<file path="src/rtl/pipe_pkg.sv">
// Shared definitions for the elastic pipeline stage: state encodings,
// default data width and the stall-counter width.
package pipe_pkg;

  typedef logic [1:0] pipe_state_t;

  localparam pipe_state_t ST_EMPTY = 2'b00;
  localparam pipe_state_t ST_BUSY  = 2'b01;
  localparam pipe_state_t ST_FULL  = 2'b10;

  localparam int PIPE_W      = 32;
  localparam int STALL_CNT_W = 16;

endpackage

</file>
<file path="src/rtl/reg_en_n.sv">
// N-bit register with load enable and synchronous active-low clear.
module reg_en_n #(
  parameter int N = 32
) (
  input  logic         i_clk,
  input  logic         i_rst_n,
  input  logic         i_en,
  input  logic [N-1:0] i_d,
  output logic [N-1:0] o_q
);

  logic [N-1:0] q_q;
  logic [N-1:0] q_d;

  always_comb begin
    q_d = q_q;
    if (i_en) q_d = i_d;
  end

  always_ff @(posedge i_clk) begin
    if (!i_rst_n) q_q <= '0;
    else          q_q <= q_d;
  end

  assign o_q = q_q;

endmodule

</file>
<file path="src/rtl/skid_pipe_reg.sv">
// Elastic pipeline register with a one-entry skid buffer; o_ready is decoded
// from state only. Optional stall counter enabled by defining SKID_STATS_EN.
module skid_pipe_reg
  import pipe_pkg::*;
#(
  parameter int N = PIPE_W
) (
  input  logic         i_clk,
  input  logic         i_rst_n,
  input  logic [N-1:0] i_data,
  input  logic         i_valid,
  output logic         o_ready,
  input  logic         i_flush,
  output logic [N-1:0] o_data,
  output logic         o_valid,
  input  logic         i_ready
`ifdef SKID_STATS_EN
  ,
  output logic [STALL_CNT_W-1:0] o_stall_cycles
`endif
);

  pipe_state_t  state_q;
  pipe_state_t  state_d;
  logic         main_en;
  logic [N-1:0] main_d;
  logic         skid_en;
  logic [N-1:0] skid_q;
  logic         accept;
  logic         consume;

  assign o_valid = (state_q == ST_BUSY) || (state_q == ST_FULL);
  assign o_ready = (state_q != ST_FULL);
  assign accept  = i_valid & o_ready;
  assign consume = o_valid & i_ready;

  always_comb begin
    state_d = state_q;
    main_en = 1'b0;
    main_d  = i_data;
    skid_en = 1'b0;
    if (i_flush) begin
      state_d = ST_EMPTY;
    end else begin
      case (state_q)
        ST_BUSY: begin
          if (accept && consume) begin
            main_en = 1'b1;
          end else if (accept) begin
            state_d = ST_FULL;
            skid_en = 1'b1;
          end else if (consume) begin
            state_d = ST_EMPTY;
          end
        end
        ST_FULL: begin
          // Nothing can be accepted here; draining promotes the skid word.
          if (consume) begin
            state_d = ST_BUSY;
            main_en = 1'b1;
            main_d  = skid_q;
          end
        end
        default: begin
          // EMPTY, and the unused encoding 11 behaves the same way.
          state_d = accept ? ST_BUSY : ST_EMPTY;
          main_en = accept;
        end
      endcase
    end
  end

  always_ff @(posedge i_clk) begin
    if (!i_rst_n) state_q <= ST_EMPTY;
    else          state_q <= state_d;
  end

  reg_en_n #(.N(N)) u_main (
    .i_clk   (i_clk),
    .i_rst_n (i_rst_n),
    .i_en    (main_en),
    .i_d     (main_d),
    .o_q     (o_data)
  );

  reg_en_n #(.N(N)) u_skid (
    .i_clk   (i_clk),
    .i_rst_n (i_rst_n),
    .i_en    (skid_en),
    .i_d     (i_data),
    .o_q     (skid_q)
  );

`ifdef SKID_STATS_EN
  logic [STALL_CNT_W-1:0] stall_q;
  logic [STALL_CNT_W-1:0] stall_d;

  // Saturating count of cycles the downstream stage holds us off; flush
  // deliberately leaves it alone.
  always_comb begin
    stall_d = stall_q;
    if (o_valid && !i_ready && (stall_q != '1))
      stall_d = stall_q + STALL_CNT_W'(1);
  end

  always_ff @(posedge i_clk) begin
    if (!i_rst_n) stall_q <= '0;
    else          stall_q <= stall_d;
  end

  assign o_stall_cycles = stall_q;
`endif

endmodule

</file>
<file path="config.mk">
export PLATFORM = sky130hd
export DESIGN_NAME = skid_pipe_reg
export DESIGN_NICKNAME = d
export VERILOG_FILES = /design/src/rtl/pipe_pkg.sv /design/src/rtl/reg_en_n.sv /design/src/rtl/skid_pipe_reg.sv
export SDC_FILE = /design/constraint.sdc
export NUM_CORES = 1
export LEC_CHECK = 0
export BUFFER_PORTS_ARGS = -buffer_cell sky130_fd_sc_hd__buf_2
export CELL_PAD_IN_SITES_DETAIL_PLACEMENT = 1
export CELL_PAD_IN_SITES_GLOBAL_PLACEMENT = 1
export CORE_MARGIN = 2
export CORE_UTILIZATION = 40
export DETAILED_ROUTE_END_ITERATION = 16
export PLACE_DENSITY = 0.84
export SLEW_MARGIN = 20
export SYNTH_ARGS = -nofsm -noshare
export SYNTH_HDL_FRONTEND = slang
export SYNTH_HIERARCHICAL = 1
export SYNTH_SLANG_ARGS = --single-unit
export TNS_END_PERCENT = 30
</file>
<file path="constraint.sdc">
create_clock -name i_clk -period 2.6 [get_ports i_clk]
set_clock_uncertainty 0.2 [all_clocks]
set_input_delay 0.13 -clock i_clk [delete_from_list [all_inputs] [get_ports i_clk]]
set_output_delay 0.13 -clock i_clk [all_outputs]
set_load 0.005 [all_outputs]
</file>
; ---- Yosys cells after proc, flatten, opt, wreduce, memory -nomap -nowiden
; Cells that the tools add are included.
[totals]
reg_bits = 66
elab_cells = 33
[classes]
eq_ne = 6
mux = 17
n_bitwise = 3
n_reduce_logical = 4
[ops]
columns = cell, n
row1 = $mux 32, 3
row2 = $mux 1, 8
row3 = $mux 2, 4
row4 = $ne 2x2->1 const B, 3
row5 = $pmux 2 s2, 1
row6 = $ne 3x3->1 const B, 1
row7 = $reduce_and 3->1, 1
row8 = $and 1x1->1, 2
row9 = $eq 2x1->1 const B, 1
row10 = $eq 2x2->1 const B, 1
row11 = $pmux 1 s2, 1
row12 = $reduce_or 2->1, 1
row13 = $logic_and 1x1->1, 1
row14 = $logic_or 1x1->1, 1
row15 = $not 1->1, 1

; ---- Logic depth before layout (Yosys ltp)
; Gate-level depths: netlist (run 1).
[logic_depth]
word_depth = 7
ltp_mapped = 9
ltp_nobuf = 7

; ---- Modules after synthesis
; The synthesis (run 1) kept the hierarchy.
[modules_own_cells]
columns = mod, n_inst, cells_per_inst, area_per_inst_um2, seq_area_each_um2
row1 = reg_en_n, 2, 103, 1243.7, 640.6
row2 = skid_pipe_reg, 1, 66, 625.6, 40.0

; ---- Worst setup path after synthesis (run 1)
; Ideal clock, no wire load.
[synth_path]
kind = register to register
from = register state_q[0]
to = register u_main.q_q[17] (netlist: u_main/o_q[17])
arrival_time_ns = 1.846
required_time_ns = 2.284
setup_slack_ns = 0.438
path_stages_with_launch = 9
path_buffers = 1
cell_sequence = dfxtp_1 > inv_1 > ha_1 > nand2b_1 > nor3_4 > buf_6 > mux2_2 > mux2i_1 > nor2b_1
[synth_via]
elab_cells_between_ends = 14
classes_between = 3 x eq/ne / 7 x mux / 2 x bitwise / 2 x reduce/logical
[synth_lines]
columns = item, line
row1 = from (decl), skid_pipe_reg.sv:23  ; pipe_state_t state_q;
row2 = from (signal assigned), skid_pipe_reg.sv:75  ; else state_q <= state_d;
row3 = $eq 2x1->1 / $eq 2x2->1 (equally long branches), "skid_pipe_reg.sv:32, skid_pipe_reg.sv:45"
row4 = $logic_or 1x1->1, skid_pipe_reg.sv:32  ; assign o_valid = (state_q == ST_BUSY) || (state_q == ST_FULL);
row5 = $and 1x1->1, skid_pipe_reg.sv:35  ; assign consume = o_valid & i_ready;
row6 = $mux 32, skid_pipe_reg.sv:58  ; if (consume) begin
row7 = $mux 32 *, skid_pipe_reg.sv:45  ; case (state_q)
row8 = $mux 32 *, skid_pipe_reg.sv:42  ; if (i_flush) begin
row9 = named net main_d[17], skid_pipe_reg.sv:26  ; logic [N-1:0] main_d;
row10 = to (signal assigned), reg_en_n.sv:22  ; else q_q <= q_d;
row11 = to (decl), reg_en_n.sv:12  ; logic [N-1:0] q_q;
; The timed path passes the listed nets; every way through them passes the cells marked *.
; A chain may end at the register's enable or synchronous reset.

; ---- Worst setup path in the final report (run 1)
[layout_path]
from = register state_q[0]
to = register state_q[1]
[layout_via]
elab_chain_len = 6
elab_cells_between_ends = 14
classes_between = 6 x eq/ne / 3 x mux / 2 x bitwise / 3 x reduce/logical
[layout_rtl]
columns = item, line
row1 = $eq 2x1->1 / $eq 2x2->1 (equally long branches), "skid_pipe_reg.sv:32, skid_pipe_reg.sv:45"
row2 = $logic_or 1x1->1, skid_pipe_reg.sv:32
row3 = $and 1x1->1, skid_pipe_reg.sv:35
row4 = $logic_and 1x1->1, skid_pipe_reg.sv:47  ; if (accept && consume) begin
row5 = $ne 2x2->1 (no line), n/a
row6 = $reduce_and 3->1 (no line), n/a
; Several ways; a longest one is shown, not always the timed one. The select of a mux whose other input is x is not followed.

==> results.md, run 1 <==
* Status: finished clean
* Final core utilization at 0.529
* Synth cell types at 27
* RePlAce Congestion at 0.817
* Cell count after synthesis at 272
* Post-synth top area share at 0.424
* Post-synth top cells: 66 x dfxtp_1, 66 x nor2b_1, 64 x mux2i_1, 29 x mux2_2
* Hold Crit Depth at 3
* Grt ovf at 0
* Vias in the first global route at 2468
* Max stage delay on crit path at 570 ps
* Layout Area Growth over Synthesis at 29.9%
* Worst Setup Start Kind: flip-flop
* Final Hold Fails at 0
* Worst-Skew Late Latency at 330 ps
* Vias per Instance at 4.77
* Area leader, netlist: dfxtp_1
* Crit. Startpoint: state_q[0]
* ANT cells at 0
* DRT Pass-1 Iters at 2
* Max-slew violation count at 0
* Crit path time final at 2410 ps
* # setup viols final at 0
* Core ar. at 0.00765 mm²
* Synthesized area per cell at 11.4 µm²
* Crit path arrival time at 2480 ps
* Fin nets at 415
* FILL cells at 840
* Dpl ws at 212 ps
* DIE AREA at 0.00850 mm²
* Longest Clk Path Bufs at 2
* R2R depth at 7
* Worst VDD drop at 0.000286 V
* Finished Cell Area at 0.00404 mm²
* Cell row count at 32
* Hold Path Class: in -> reg
* Cell Chain, Critical Path: inv_1 -> ha_2 -> nor2_1 -> nand4_1 -> dlygate4sd3_1 -> a31oi_1 -> dlygate4sd3_1
* H-tree depth at 3
* Power, Total at 2.19 mW
* Yosys warnings at 6
* Critical Path End Type: flip-flop
* Proportion of layout cells with a drive suffix above 1 at 0.324
* Most used cell, CP: dlygate4sd3_1
* Worst path slowest cell: dlygate4sd3_1
* Post-synth EDFFs at 0
* Power Density at 542 mW/mm²
* CP Data Required Time at 2670 ps
* WL final at 6990 µm
* FF/Latch Area at 0.00132 mm²
* Via count at 2298
* Post-synth ARST share at 0
* Worst-path maximum fanout at 6
* Unrepaired setup endpoints after global routing: false
* Hpwl dp at 4340 µm
* Reg-to-Reg End: state_q[1]
* First-pass GRT wire length at 11700 µm
* Die Ht at 92.2 µm
* Multi-input logic area at 0.00160 mm²
* CP delay by family, top: buffers and inverters
* Slew margin rel. at 0.607
* Top Ports at 71
* LEAKAGE at 1.56 nW
* Port bufs at 70
* Max-cap viol count at 0
* Max frequency at 416 MHz
* Worst reg2reg setup slack at 190 ps
* Worst-Margin Slew at 590 ps
* Buffers and inverters on the worst path at 3
* Initial antenna violation count at 0
* Die extent in x at 92.2 µm
* Worst Hold End: state_q[0]
* Flops & latches, synth at 66
* Primary FF master, synth: dfxtp_1
* Register area share after synthesis at 0.424
* Fin crit share at 0.925
* Post-Syn Nets at 311
* Antenna-violating nets left at 0
* Drt initial violations at 51
* Clk sink count at 66
* Worst-path clk slew at 60 ps
* Average wire per standard cell at 14.5 µm
* Final worst slack at 194 ps
* Min-delay src: i_flush
* Reg2reg start: state_q[0]
* Dpl cell area at 0.00348 mm²
* Initial Util at 0.407
* Final routed DRC violation total at 0
* Post-Syn Area at 0.00311 mm²
* Root buf cell: clkbuf_8
* Total track usage at 0.175
* CP Class: reg -> reg
* CTS tree: yes
* Setup TNS at 0 ps
* Largest cells by area after synthesis: dfxtp_1 42%, mux2i_1 21%, nor2b_1 13%
* Cts bufs inserted at 9
* Pin count of the biggest net entering global routing at 43
[through the flow]
step / hold slack, ps / cells
final: 18.1 / 482
after global routing: 22.4 / 482
after detailed placement: 215 / 431
after global placement: 204 / 431
after floorplan: 58.2 / 272
after CTS: 3.42 / 482
[tightest hold or removal path, stage by stage]
cell and delay (ps):
buf_2 160, nand2b_1 150, a31oi_1 50
[layout by cell type (no fill, tap or decap), drive strengths merged, types with 2 or more instances in the layout]
cell	synthesis	final
o21ai	2	2
nand2b	3	3
buf	11	74
mux2	32	32
nor2b	66	66
mux2i	64	64
nor3	2	2
dlygate4sd3	0	36
dfxtp	66	66
clkbuf	6	13
inv	4	4
ha	2	2
a31oi	2	2
nand3	2	2
[worst max-delay path by stage]
stage	endpoint	slack [ps]	cells past startpoint
after global routing	state_q[1]	40	7
after CTS	state_q[1]	100	7
after detailed placement	u_main/o_q[28]	210	8
after floorplan	u_main/o_q[17]	440	8
after global placement	u_main/o_q[5]	360	8
final	state_q[1]	190	7
[where the power goes]
| part | switching [mW] | total, mW | internal [mW] |
|---|---|---|---|
| combinational | 0.104 | 0.251 | 0.147 |
| sequential | 0.0170 | 1.06 | 1.04 |
| clock | 0.364 | 0.879 | 0.515 |
| total | 0.484 | 2.19 | 1.71 |
[final cells by class]
cell class	count	share of cell area
repair buffers	110	0.192
clock buffers	13	0.0418
inverters	4	0.00371
clock inverters	2	0.00866
well taps	102	0.0316
flip-flops and latches	66	0.327
multi-input cells	185	0.395
[state kept, by name, summed over array words and instances, names as in the netlist]
register	cells
u_skid/o_q	32
state_q	2
u_main/o_q	32
[timing repair]
item                       in CTS  in global routing
gates resized for setup         0                  2
setup buffers                   0                  0
setup endpoints to repair       0                  2
hold endpoints to repair       39                  0
hold buffers                   36                  0
[layer usage]
layer / global-route usage / part of all wire / up-vias
met5: 0 / 0 / -
met4: 0.0709 / 0.015 / 0
met3: 0.0329 / 0.034 / 10
met2: 0.318 / 0.51 / 48
met1: 0.202 / 0.44 / 1094
li1: - / - / 1146
[cells by family (layout without fill, tap and decap cells)]
logic type,Yosys count,count (layout),synth area share
AOI/OAI and AO/OA,8,8,0.0169
adders and majority gates,2,2,0.00804
buffers and inverters,21,129,0.0687
DFF,66,66,0.424
muxes,96,96,0.322
and+or+nand+nor,79,79,0.160
No activity file was read; power rests on OpenSTA's default activity.
==> inputs of run 2 (changes only) <==
ABC_AREA = 1   (was default)
CORE_UTILIZATION = 38   (was 40)
PLACE_DENSITY = 0.88   (was 0.84)
==> run 2 against run 1 <==
- count of clock-buffer cells in the layout stayed put
- critical endpoint is now u_main/o_q[2]
- highest routed layer unchanged
- combinational power is 41% higher
- largest cell class unchanged
- largest power group unchanged
- clock power grew 2%
- core utilization shrank 3.4 points
- power rose by 6.6%
==> results.md, run 2 <==
* Dpl ws at 437 ps (+225 ps)
* Crit path time final at 2150 ps (-257 ps)
* Critical Path End Type: flip-flop
* Synth cell types at 17 (-37%)
* Synth Area in XOR/XNOR at 0 (unchanged)
* Cell Chain, Critical Path: inv_1 -> ha_1 -> nor2_4 -> nand2_1 -> a31oi_4 -> buf_12 -> nand2_1 -> nand2_1 -> nor2_1
* Max-slew violation count at 0 (unchanged)
* Commonest non-fill, non-tap cells in the layout: 171 x nand2_1, 134 x nor2_1, 101 x inv_1, 70 x buf_2, 66 x dfxtp_1
* Synthesized-area fraction occupied by adder cells at 0.00717 (-0.000873)
* Antenna-violating nets left at 0 (unchanged)
* Initial Util at 0.397 (-0.0105)
* Slew margin rel. at 0.573 (-0.0338)
* Core ar. at 0.00881 mm² (+15%)
* Final routed DRC violation total at 0 (unchanged)
* Placed insts at 699 (+62%)
* Die Ht at 99.9 µm (+8.3%)
* Post-Syn Area at 0.00349 mm² (+12%)
* Worst path slowest cell: ha_1
* Worst-Margin Slew at 640 ps (+50.7 ps)
* CTS tree: yes
* Post-synth ARST share at 0 (unchanged)
* Post-synthesis mux area share at 0 (-0.322)
* Primary FF master, synth: dfxtp_1
* Cell row count at 34 (+6.3%)
* CP Class: reg -> reg
* DRT Pass-1 Iters at 4 (+2)
* Max-cap viol count at 0 (unchanged)
* RePlAce Congestion at 0.850 (+4.0%)
* Multi-input logic area at 0.00155 mm² (-3.0%)
* Die extent in x at 99.9 µm (+8.3%)
* Hold Path Class: in -> reg
* First-pass GRT wire length at 15000 µm (+28%)
* Setup TNS at 0 ps (unchanged)
* Worst Setup Start Kind: flip-flop
* Post-route insts no fill at 747 (+55%)
* Final worst slack at 451 ps (+257 ps)
* Total track usage at 0.186 (+0.0105)
* Average wire per standard cell at 11.6 µm (-20%)
* Post-synth EDFFs at 0 (unchanged)
* WHS at 56.4 ps (+38.3 ps)
* Clk sink count at 66 (unchanged)
* Fin nets at 674 (+62%)
* Port bufs at 70 (unchanged)
* Initial antenna violation count at 0 (unchanged)
* Max frequency at 465 MHz (+12%)
* Largest family of logic cells by synthesized area: simple AND/OR/NAND/NOR gates
* # setup viols final at 0 (unchanged)
* Post-Synth Simple-Gate Area at 0.347 (+0.187)
* Most used cell, CP: nand2_1
* Cts bufs inserted at 9 (unchanged)
* Area leader, netlist: dfxtp_1
* Grt ovf at 0 (unchanged)
* Proportion of layout cells with a drive suffix above 1 at 0.202 (-0.122)
* Hpwl dp at 5650 µm (+30%)
* Power, Total at 2.33 mW (+6.6%)
* Flops & latches, synth at 66 (unchanged)
* Unrepaired setup endpoints after global routing: false
* Power Density at 536 mW/mm² (-1.0%)
* Cell count after synthesis at 543 (+100%)
* Max stage delay on crit path at 380 ps (-190 ps)
* Synthesized area per cell at 6.43 µm² (-44%)
* Post-synth top cells: 171 x nand2_1, 134 x nor2_1, 101 x inv_1, 66 x dfxtp_1, 32 x o21ai_2
* Largest cells by area after synthesis: dfxtp_1 38%, nand2_1 18%, nor2_1 14%
* Post-Syn Nets at 582 (+87%)
* Worst-path maximum fanout at 64 (+58)
* Post-synthesis compound-gate area fraction at 0.0835 (+0.0666)
* Worst-path clk slew at 60 ps (about the same)
* WL final at 8700 µm (+24%)
* Post-synth top area share at 0.378 (-0.0461)
* Longest Clk Path Bufs at 2 (unchanged)
* Worst VDD drop at 0.000253 V (-12%)
* DIE AREA at 0.00997 mm² (+17%)
* Fin crit share at 0.827 (-0.0989)
* Vias in the first global route at 3363 (+36%)
* Layout Area Growth over Synthesis at 24.8%
* Most instantiated library cell after synthesis: nand2_1
* Crit path arrival time at 2180 ps (-300 ps)
* CP Data Required Time at 2630 ps (-40 ps)
* Final Hold Fails at 0 (unchanged)
* Via count at 3301 (+44%)
* Vias per Instance at 4.42 (-7.3%)
* Register area share after synthesis at 0.378 (-0.0461)
* Status: finished clean
* ANT cells at 0 (unchanged)
* Drt initial violations at 84 (+65%)
* Root buf cell: clkbuf_8
* Pin count of the biggest net entering global routing at 65 (+51%)
* H-tree depth at 3 (unchanged)
* Commonest non-fill, non-tap cell in the layout: nand2_1
* LEAKAGE at 2.26 nW (+45%)
* FILL cells at 1198 (+43%)
* Yosys warnings at 6 (unchanged)
* FF/Latch Area at 0.00132 mm² (about the same)
* Worst-Skew Late Latency at 340 ps (about the same)
* Top Ports at 71 (unchanged)
-- run 2: path summary, 6_finish.rpt --
path	start	endpoint	slack, ps	cells past startpoint
min	i_valid	state_q[0]	60	5
max	state_q[0]	u_main/o_q[2]	450	9
max reg2reg	state_q[0]	u_main/o_q[2]	450	9
min reg2reg	u_skid/o_q[6]	u_skid/o_q[6]	270	2
-- run 2: area by class of cell --
class                   instances  area share
clock inverters                 2     0.00804
repair buffers                107       0.175
clock buffers                  13      0.0388
multi-input cells             348       0.356
inverters                     103      0.0887
flip-flops and latches         66       0.303
well taps                     108      0.0310
-- run 2: logic make-up (layout without fill, tap and decap cells) --
| family | count (synthesis) | count (layout) |
|---|---|---|
| flops | 66 | 66 |
| buf+inv | 129 | 225 |
| simple gates | 312 | 312 |
| fa+ha+maj | 2 | 2 |
| compound gates | 34 | 34 |
-- run 2: worst max-delay path: cells and delay by family, from the launching register on --
family,cells,cell delay [ps]
AO/OA/AOI/OAI,1,200
adder cells (fa/ha/maj),1,380
buffers and inverters,2,330
AND/OR/NAND/NOR,5,540
flip-flops,1,330
-- run 2: per-stage QoR --
stage                     cell area (µm²)   util
after detailed placement             3820  0.434
after global routing                 4360  0.495
after global placement               3820  0.434
after CTS                            4360  0.495
after floorplan                      3490      -
final                                4360  0.495
-- run 2: repair_timing --
action / CTS / global route
hold endpoints to repair: 46 / 0
hold buffers: 33 / 0
setup buffers: 0 / 0
gates resized for setup: 0 / 0
endpoints found under the setup margin: 0 / 0
-- run 2: layer usage --
layer | part of all wire | routed length (µm) | GRT usage
met5 | 0 | 0 | 0
met4 | 0.020 | 173 | 0.0601
met3 | 0.034 | 300 | 0.0446
met1 | 0.43 | 3750 | 0.210
met2 | 0.51 | 4480 | 0.343
-- run 2: power by group --
group / internal (mW) / switching [mW]
sequential: 1.06 / 0.0266
clock: 0.515 / 0.378
combinational: 0.164 / 0.189
==> inputs of run 3 (changes only) <==
ABC_AREA = 0   (was 1)
PLACE_DENSITY = 0.84   (was 0.88)
clock period = 1.75 ns   (was 2.6 ns; I/O delays follow)
==> run 3 against run 2 <==
- the flow now finishes with violations (setup timing)
- maximum frequency is 0.22% lower
- register-to-register slack worse by 850 ps
- count of clock-buffer cells in the layout fell by 2
- first-iteration DRC count down 57%
- critical endpoint is now u_main/o_q[20]
- largest power group unchanged
==> results.md, run 3 (synthesized netlist as in run 1, its figures left out) <==
* Dpl cell area at 0.00366 mm² (-4.1%)
* Critical Path End Type: flip-flop
* ANT cells at 0 (unchanged)
* Cts bufs inserted at 9 (unchanged)
* Core ar. at 0.00809 mm² (-8.1%)
* Antenna-violating nets left at 0 (unchanged)
* Post-route insts no fill at 518 (-31%)
* Final Hold Fails at 0 (unchanged)
* Sequential Power Share at 0.472 (+0.006)
* Pin count of the biggest net entering global routing at 35 (-46%)
* Die Ht at 94.5 µm (-5.4%)
* CTS tree: yes
* Finished Cell Area at 0.00456 mm² (+4.7%)
* Power Density at 732 mW/mm² (+37%)
* Placed insts at 454 (-35%)
* Clock share of power at 0.390 (+0.008)
* Hold Path Class: in -> reg
* Initial antenna violation count at 0 (unchanged)
* DIE AREA at 0.00893 mm² (-10%)
* Worst-Skew Late Latency at 330 ps (about the same)
* Max stage delay on crit path at 340 ps (-40 ps)
* Max-cap viol count at 0 (unchanged)
* Vias in the first global route at 2642 (-21%)
* Commonest non-fill, non-tap cell in the layout: buf_2
* Crit path time final at 2150 ps (+4.74 ps)
* Worst-path maximum fanout at 8 (-88%)
* Port bufs at 70 (unchanged)
* Layout Area Growth over Synthesis at 46.5%
* Worst-Margin Slew at 279 ps (-361 ps)
* H-tree depth at 3 (unchanged)
* Setup TNS at -18630 ps (-18630 ps)
* Unrepaired setup endpoints after global routing: true
* Buffers and inverters on the worst path at 3 (+1)
* Power share of the combinational group at 0.138 (-0.013)
* Crit path arrival time at 2180 ps (about the same)
* Commonest non-fill, non-tap cells in the layout: 70 x buf_2, 66 x nor2b_1, 64 x dfxtp_1, 61 x mux2i_1, 36 x dlygate4sd3_1
* Worst VDD drop at 0.000542 V (+110%)
* CP Data Required Time at 1780 ps (-850 ps)
* Die extent in x at 94.5 µm (-5.4%)
* Dpl ws at -328 ps (-765 ps)
* Clk sink count at 66 (unchanged)
* Cell Chain, Critical Path: inv_2 -> ha_4 -> nand2b_4 -> nor3_4 -> buf_4 -> clkbuf_16 -> mux2_1 -> mux2i_1 -> nor2b_1
* Fin nets at 447 (-34%)
* Worst path slowest cell: dfxtp_2
* Total track usage at 0.183 (-0.00220)
* Hpwl dp at 5040 µm (-11%)
* Hold Crit Depth at 4 (-1)
* Initial Util at 0.385 (-0.0119)
* Power, Total at 3.34 mW (+43%)
* RePlAce Congestion at 0.779 (-8.4%)
* LEAKAGE at 1.85 nW (-18%)
* Final core utilization at 0.563 (+0.0686)
* Proportion of layout cells with a drive suffix above 1 at 0.397 (+0.195)
* Sw frac at 0.241 (-0.0134)
* Root buf cell: clkbuf_8
* Final worst slack at -404 ps (-855 ps)
* First-pass GRT wire length at 12700 µm (-15%)
* WHS at 29.8 ps (-26.6 ps)
* Max frequency at 464 MHz (-0.22%)
* Top Ports at 71 (unchanged)
* Fin crit share at 1.23 (+0.404)
* Power Internal at 2.53 mW (+45%)
* Max-slew violation count at 0 (unchanged)
* Longest Clk Path Bufs at 2 (unchanged)
* Psw at 0.803 mW (+35%)
* Final routed DRC violation total at 0 (unchanged)
* DRT Pass-1 Iters at 4 (unchanged)
* Worst Setup Start Kind: flip-flop
* # setup viols final at 64 (+64)
* FILL cells at 871 (-27%)
* WL final at 8610 µm (-1.0%)
* Vias per Instance at 4.71 (+6.5%)
* Worst path depth at 9 (unchanged)
* Failing checks: setup timing
* Average wire per standard cell at 16.6 µm (+43%)
* Worst-path clk slew at 70 ps (about the same)
* Status: finished with violations
* Drt initial violations at 36 (-57%)
* R2R depth at 9 (unchanged)
* CP Class: reg -> reg
* Via count at 2438 (-26%)
* CP delay by family, top: multiplexers
* Grt ovf at 0 (unchanged)
* Cell row count at 33 (-2.9%)
* Slew margin rel. at 0.814 (+0.241)
run 3: what timing repair did:
action                                  in CTS  in global routing
hold buffers                                36                  0
gates resized for setup                     12                 34
endpoints found under the hold margin       66                  0
endpoints found under the setup margin      64                 64
pin swaps                                    0                  2
buffers inserted                             2                  7
cloned                                       0                  3
run 3: worst paths after layout:
kind,start,endpoint,slack [ps]
setup / recovery,state_q[0],u_main/o_q[20],-400
hold / removal,i_valid,state_q[0],30
setup reg to reg,state_q[0],u_main/o_q[20],-400
hold reg to reg,u_main/o_q[14],u_main/o_q[14],320
run 3: power groups by stage:
stage	clock network, mW	registers [mW]	logic [mW]
3_3_place_gp	0	1.60	0.327
4_1_cts	1.33	1.57	0.414
6_report	1.30	1.58	0.461
3_5_place_dp	0	1.61	0.341
5_1_grt	1.41	1.58	0.498
2_1_floorplan	0	1.61	0.202
run 3: worst reg2reg max path, stage by stage (launching register included):
cell and delay, ps:
dfxtp_2 340, inv_2 50, ha_4 220, nand2b_4 160
nor3_4 220, buf_4 160, clkbuf_16 150, mux2_1 320
mux2i_1 170, nor2b_1 60
run 3: layout make-up:
type                    instances  area [µm²]  share of cell area
multi-input cells             185        1740               0.381
inverters                       4        15.0             0.00329
clock inverters                 5        63.8              0.0140
flip-flops and latches         66        1320               0.290
repair buffers                142        1140               0.251
clock buffers                  11         141              0.0310
well taps                     105         131              0.0288
run 3: routing by layer:
layer | routed length [µm] | GRT usage | vias up
li1 | - | - | 1195
met1 | 3520 | 0.195 | 1186
met2 | 4730 | 0.351 | 49
met3 | 286 | 0.0503 | 8
met4 | 72 | 0.0531 | 0
met5 | 0 | 0 | -
